===== config.mk =====
export PLATFORM = sky130hd
export DESIGN_NAME = uart_status_tx
export DESIGN_NICKNAME = d
export VERILOG_FILES = /design/src/rtl/uart_status_tx.sv
export SDC_FILE = /design/constraint.sdc
export NUM_CORES = 1
export LEC_CHECK = 0
export BUFFER_PORTS_ARGS = -buffer_cell sky130_fd_sc_hd__buf_2
export CAP_MARGIN = 20
export CORE_ASPECT_RATIO = 1.2
export CORE_MARGIN = 4
export CORE_UTILIZATION = 50
export CTS_CLUSTER_DIAMETER = 150
export CTS_CLUSTER_SIZE = 28
export DETAILED_ROUTE_END_ITERATION = 8
export MAX_ROUTING_LAYER = met4
export PLACE_DENSITY = 0.7
export SLEW_MARGIN = 20
export SYNTH_ARGS = -nofsm -noshare
export SYNTH_HDL_FRONTEND = slang
export SYNTH_SLANG_ARGS = --single-unit

===== constraint.sdc =====
create_clock -name sys_clk_24M -period 9.3 [get_ports sys_clk_24M]
set_input_delay 1.395 -clock sys_clk_24M [delete_from_list [all_inputs] [get_ports sys_clk_24M]]
set_output_delay 1.395 -clock sys_clk_24M [all_outputs]
set_load 0.02 [all_outputs]

===== src/rtl/uart_status_tx.sv =====
// Status-frame UART transmitter: snapshots the video status inputs on request and
// sends a fixed 10-byte 8N1 frame (sync, geometry, mode, checksum, CR).
module uart_status_tx #(
   parameter int CLK_FREQ = 24_000_000,
   parameter int BAUD     = 115200
) (
   input  logic        sys_clk_24M,
   input  logic        sys_rst,
   input  logic        report_req,
   input  logic [11:0] x_pix_len,
   input  logic [11:0] y_pix_len,
   input  logic [1:0]  out_model,
   input  logic [8:0]  bi_a,
   input  logic        vid_format,
   input  logic        cfg_done,
   output logic        fpga_txd,
   output logic        busy,
   output logic        frame_done
);

   // state | meaning
   // IDLE  | line high, waiting for a new or pending request
   // LOAD  | snapshot held, checksum being registered
   // START | start bit (0) of the current byte
   // DATA  | 8 data bits, LSB first
   // STOP  | stop bit (1); last byte returns to IDLE

   localparam int BIT_CYC = CLK_FREQ / BAUD;
   localparam int CW      = (BIT_CYC > 1) ? $clog2(BIT_CYC) : 1;
   localparam logic [CW-1:0] BAUD_TC = CW'(BIT_CYC - 1);

   typedef enum logic [2:0] {IDLE, LOAD, START, DATA, STOP} state_t;

   state_t        state, state_nxt;
   logic [CW-1:0] baud_cnt;
   logic [2:0]    bit_idx;
   logic [3:0]    byte_idx;
   logic          pending;
   logic          frame_done_q;

   logic [11:0]   x_q, y_q;
   logic [1:0]    om_q;
   logic [8:0]    bi_q;
   logic          vf_q, cd_q;
   logic [7:0]    csum_q;

   logic [7:0]    b2, b3, b4, b5, b6, b7;
   logic [7:0]    csum_nxt;
   logic [7:0]    cur_byte;
   logic          in_frame, baud_tick, accept, last_stop;
   logic          txd_c;

   assign b2 = {4'b0, x_q[11:8]};
   assign b3 = x_q[7:0];
   assign b4 = {4'b0, y_q[11:8]};
   assign b5 = y_q[7:0];
   assign b6 = {3'b0, vf_q, cd_q, om_q, bi_q[8]};
   assign b7 = bi_q[7:0];
   assign csum_nxt = b2 + b3 + b4 + b5 + b6 + b7;

   assign in_frame  = (state == START) || (state == DATA) || (state == STOP);
   assign baud_tick = in_frame && (baud_cnt == BAUD_TC);
   assign accept    = (state == IDLE) && (report_req || pending);
   assign last_stop = (state == STOP) && baud_tick && (byte_idx == 4'd9);

   always_comb begin
      cur_byte = 8'h0D;
      case (byte_idx)
         4'd0:    cur_byte = 8'h55;
         4'd1:    cur_byte = 8'hAA;
         4'd2:    cur_byte = b2;
         4'd3:    cur_byte = b3;
         4'd4:    cur_byte = b4;
         4'd5:    cur_byte = b5;
         4'd6:    cur_byte = b6;
         4'd7:    cur_byte = b7;
         4'd8:    cur_byte = csum_q;
         default: cur_byte = 8'h0D;
      endcase
   end

   always_comb begin
      state_nxt = state;
      txd_c     = 1'b1;
      case (state)
         IDLE:  if (accept) state_nxt = LOAD;
         LOAD:  state_nxt = START;
         START: begin
            txd_c = 1'b0;
            if (baud_tick) state_nxt = DATA;
         end
         DATA: begin
            txd_c = cur_byte[bit_idx];
            if (baud_tick && (bit_idx == 3'd7)) state_nxt = STOP;
         end
         STOP: begin
            if (baud_tick) state_nxt = (byte_idx == 4'd9) ? IDLE : START;
         end
         default: state_nxt = IDLE;
      endcase
   end

   always_ff @(posedge sys_clk_24M) begin
      if (sys_rst) begin
         state        <= IDLE;
         baud_cnt     <= '0;
         bit_idx      <= '0;
         byte_idx     <= '0;
         pending      <= 1'b0;
         frame_done_q <= 1'b0;
         x_q          <= '0;
         y_q          <= '0;
         om_q         <= '0;
         bi_q         <= '0;
         vf_q         <= 1'b0;
         cd_q         <= 1'b0;
         csum_q       <= '0;
      end else begin
         state        <= state_nxt;
         frame_done_q <= last_stop;

         // A request seen outside IDLE (including the last stop cycle) is held once.
         if (accept)
            pending <= 1'b0;
         else if (report_req && (state != IDLE))
            pending <= 1'b1;

         if (accept) begin
            x_q  <= x_pix_len;
            y_q  <= y_pix_len;
            om_q <= out_model;
            bi_q <= bi_a;
            vf_q <= vid_format;
            cd_q <= cfg_done;
         end

         if (state == LOAD) csum_q <= csum_nxt;

         if (in_frame)
            baud_cnt <= baud_tick ? '0 : baud_cnt + 1'b1;
         else
            baud_cnt <= '0;

         if (!in_frame)
            bit_idx <= '0;
         else if ((state == DATA) && baud_tick)
            bit_idx <= (bit_idx == 3'd7) ? 3'd0 : bit_idx + 3'd1;

         if (!in_frame)
            byte_idx <= '0;
         else if ((state == STOP) && baud_tick)
            byte_idx <= (byte_idx == 4'd9) ? 4'd0 : byte_idx + 4'd1;
      end
   end

   // Reset overrides the outputs immediately so the line is idle while reset is held.
   assign fpga_txd   = sys_rst ? 1'b1 : txd_c;
   assign busy       = !sys_rst && (state != IDLE);
   assign frame_done = !sys_rst && frame_done_q;

endmodule


==> flow_summary_export.csv <==
group,metric,value,unit
status,status,"completed",
finish,finalNonFillerCells,591,
synth,synth.distinct_cells,54,
timing,layout_worst_path_cycle_share,0.460,
timing,worst_pin_slew,0.956,ns
global_route,grt_usage,0.212,
run,max-cap-violations,0,
worst_setup_path,path_max_fanout,27,
floorplan,io_pins,43,
detailed_routing,drc_errors,0,
timing,fmax,234,MHz
clocking,clk_path_buf_depth,2,
worst_setup_path,r2r_slack,5.62,ns
detailed_routing,dr.pass1.iters,4,
synth,synth_edf_count,0,
clocking,cts_tree,"built",
clocking,cts-buffers-inserted,9,
clocking,ctsResizeCount,0,
synth,syn_inst,470,
timing,hold_violations,0,
synth,synth-seq-cells,65,
synth,synthesis.nets,543,
timing,slew_viol_final,0,
detailed_routing,vias_per_cell,5.47,
place,portBuffers,42,
synth,ys_seq_area_frac,0.337,
finish,area_growth,9.73,%
timing,grt_setup_unrepaired,"false",
hold_path,hold_depth,1,
global_route,first_global_vias,3176,
global_route,met1_usage,0.268,
clocking,ctsHtreeMaxLevel,3,
finish,mostFrequentLayoutCells,"nand2_1 (84), dfxtp_1 (65), a21oi_1 (51), inv_1 (49), buf_2 (42)",
timing,finalSetupTns,0,ns
power,power_density,171,nW/µm²
synth,syn_area,3860,µm²
clocking,clk_latency,0.35,ns
synth,ys_async_sr_fraction,0,
power,p_leak,0.00171,µW
global_route,grt_overflow_total,0,
finish,final_util,0.575,
detailed_routing,ant_nets,0,
detailed_routing,routed_wl,8.86,mm
floorplan,fp.dieH,104,µm
timing,max_slew_margin,0.362,
synth,avgSynthCellArea,8.20,µm²
timing,setup_viol,0,
clocking,path_clk_slew,0.06,ns
timing,whs,0.460,ns
clocking,clock_sinks,65,
worst_setup_path,cp.required,7.91,ns
synth,synth_warnings,0,
detailed_routing,wl_per_cell,15.0,µm
worst_setup_path,end_kind,"output pin",
place,dp.cells,575,
global_route,grt_max_degree,55,
finish,num-nets-final,569,
global_route,grt_pass1_wl,15.1,mm
timing,worst_clock_skew,0.0162,ns
worst_setup_path,crit_type,"flip-flop to output pin",
floorplan,rows,34,
global_route,antenna_found_initial,0,
finish,regArea,1300,µm²
global_route,gr-usage-met3,0.0483,
floorplan,floorplan.initialDensity,0.524,
floorplan,core_area,7360,µm²
hold_path,hold_path_class,"flip-flop to flip-flop",
floorplan,die_width,88.2,µm
synth,synth-main-ff-cell,"dfxtp_1",
timing,final.min_clock_period,4.28,ns
global_route,use_met2,0.338,
finish,final_common_cell,"nand2_1",
power,vdd_ir_drop_max,0.000106,V
finish,multi_input_area,2210,µm²
clocking,cts_hold_buffers,0,
worst_setup_path,worstPathArrival,2.89,ns
clocking,clock-root-buffer,"clkbuf_8",
finish,drive_above_1_share,0.146,
place,hpwlAfterDp,6.69,mm
finish,n_fill_cell,699,
worst_setup_path,worstRegToRegCells,14,
detailed_routing,drtIter0Drc,233,
global_route,grt.busiest_layer,"met2",
floorplan,dieArea,9190,µm²
place,gp_congestion,0.939,
finish,antenna_cells,0,
clocking,post_cts_buffers,0,
detailed_routing,vias,3233,
worst_setup_path,start_kind,"flip-flop",
[where the power goes]
part | total [µW] | internal (µW) | switching (µW)
Sequential | 318 | 298 | 20.2
Combinational | 162 | 69.0 | 92.7
Clock | 243 | 131 | 112
Total | 723 | 498 | 225
[metrics by stage]
stage / total power, µW / cell area, µm² / setup WS, ns
6_report: 723 / 4230 / 5.02
5_1_grt: 768 / 4230 / 4.83
4_1_cts: 728 / 4230 / 5.06
3_5_place_dp: 488 / 4030 / 5.34
3_3_place_gp: 482 / 4030 / 5.35
2_1_floorplan: 444 / 3860 / 5.83
[cell usage after synthesis, drive strengths merged, types with 2 or more instances]
cell type | instances | area share
clkbuf | 9 | 0.0088
inv | 49 | 0.048
nand4 | 4 | 0.0065
buf | 20 | 0.034
a221oi | 2 | 0.0045
a21oi | 51 | 0.066
nor4 | 2 | 0.0032
nand2b | 3 | 0.0049
dfxtp | 65 | 0.34
nand3 | 14 | 0.018
a211oi | 4 | 0.0078
mux2i | 11 | 0.029
a21o | 4 | 0.0078
a31oi | 6 | 0.0097
xor2 | 4 | 0.0091
o21ai | 10 | 0.013
mux2 | 4 | 0.013
nor2 | 32 | 0.036
fa | 20 | 0.10
a21boi | 2 | 0.0039
ha | 13 | 0.042
xnor2 | 13 | 0.030
a311oi | 2 | 0.0045
nor3 | 10 | 0.014
nand2 | 84 | 0.082
o211ai | 3 | 0.0058
nor2b | 9 | 0.015
[cells by family (layout without fill, tap and decap cells)]
group | Yosys count | in the layout | synth area share
muxes | 15 | 15 | 0.0412
AOI/OAI and AO/OA | 96 | 96 | 0.150
DFF | 65 | 65 | 0.337
adders and majority gates | 33 | 33 | 0.146
xor gates and xnor gates | 17 | 17 | 0.0386
buffers and inverters | 79 | 110 | 0.0918
and+or+nand+nor | 165 | 165 | 0.195
[state kept, by name, indices dropped and copies added (netlist names)]
| signal | cells |
|---|---|
| y_q | 12 |
| baud_cnt | 8 |
| cd_q | 1 |
| state | 3 |
| bit_idx | 3 |
| pending | 1 |
| byte_idx | 4 |
| vf_q | 1 |
| bi_q | 9 |
| om_q | 2 |
| frame_done_q | 1 |
| x_q | 12 |
| csum_q | 8 |
[per-layer routing]
metal  wire (µm)  up-vias
li1            -     1607
met1        3890     1540
met2        4430       73
met3         376       13
met4         175        0
met5           0        -
[worst max-delay path, cell delays in order (launching register included)]
cell and delay, ns:
dfxtp_1 0.95, inv_1 0.35, or4_1 0.57, a311oi_1 0.24, o311ai_1 0.12, o211ai_1 0.12, buf_2 0.20
[path summary, 6_finish.rpt]
kind                               endpoint         from
worst min-delay path            baud_cnt[0]  baud_cnt[0]
worst max register to register    csum_q[6]      x_q[10]
worst min register to register  baud_cnt[0]  baud_cnt[0]
worst max-delay path               fpga_txd  byte_idx[1]
[layout make-up]
cell class,instances,share of cell area
multi-input combinational,326,0.522
sequential,65,0.308
timing repair buffer,44,0.0532
inverter,50,0.0444
clock buffer,11,0.0334
tap,90,0.0266
clock inverter,5,0.0127
No activity file was read; power rests on OpenSTA's default activity.
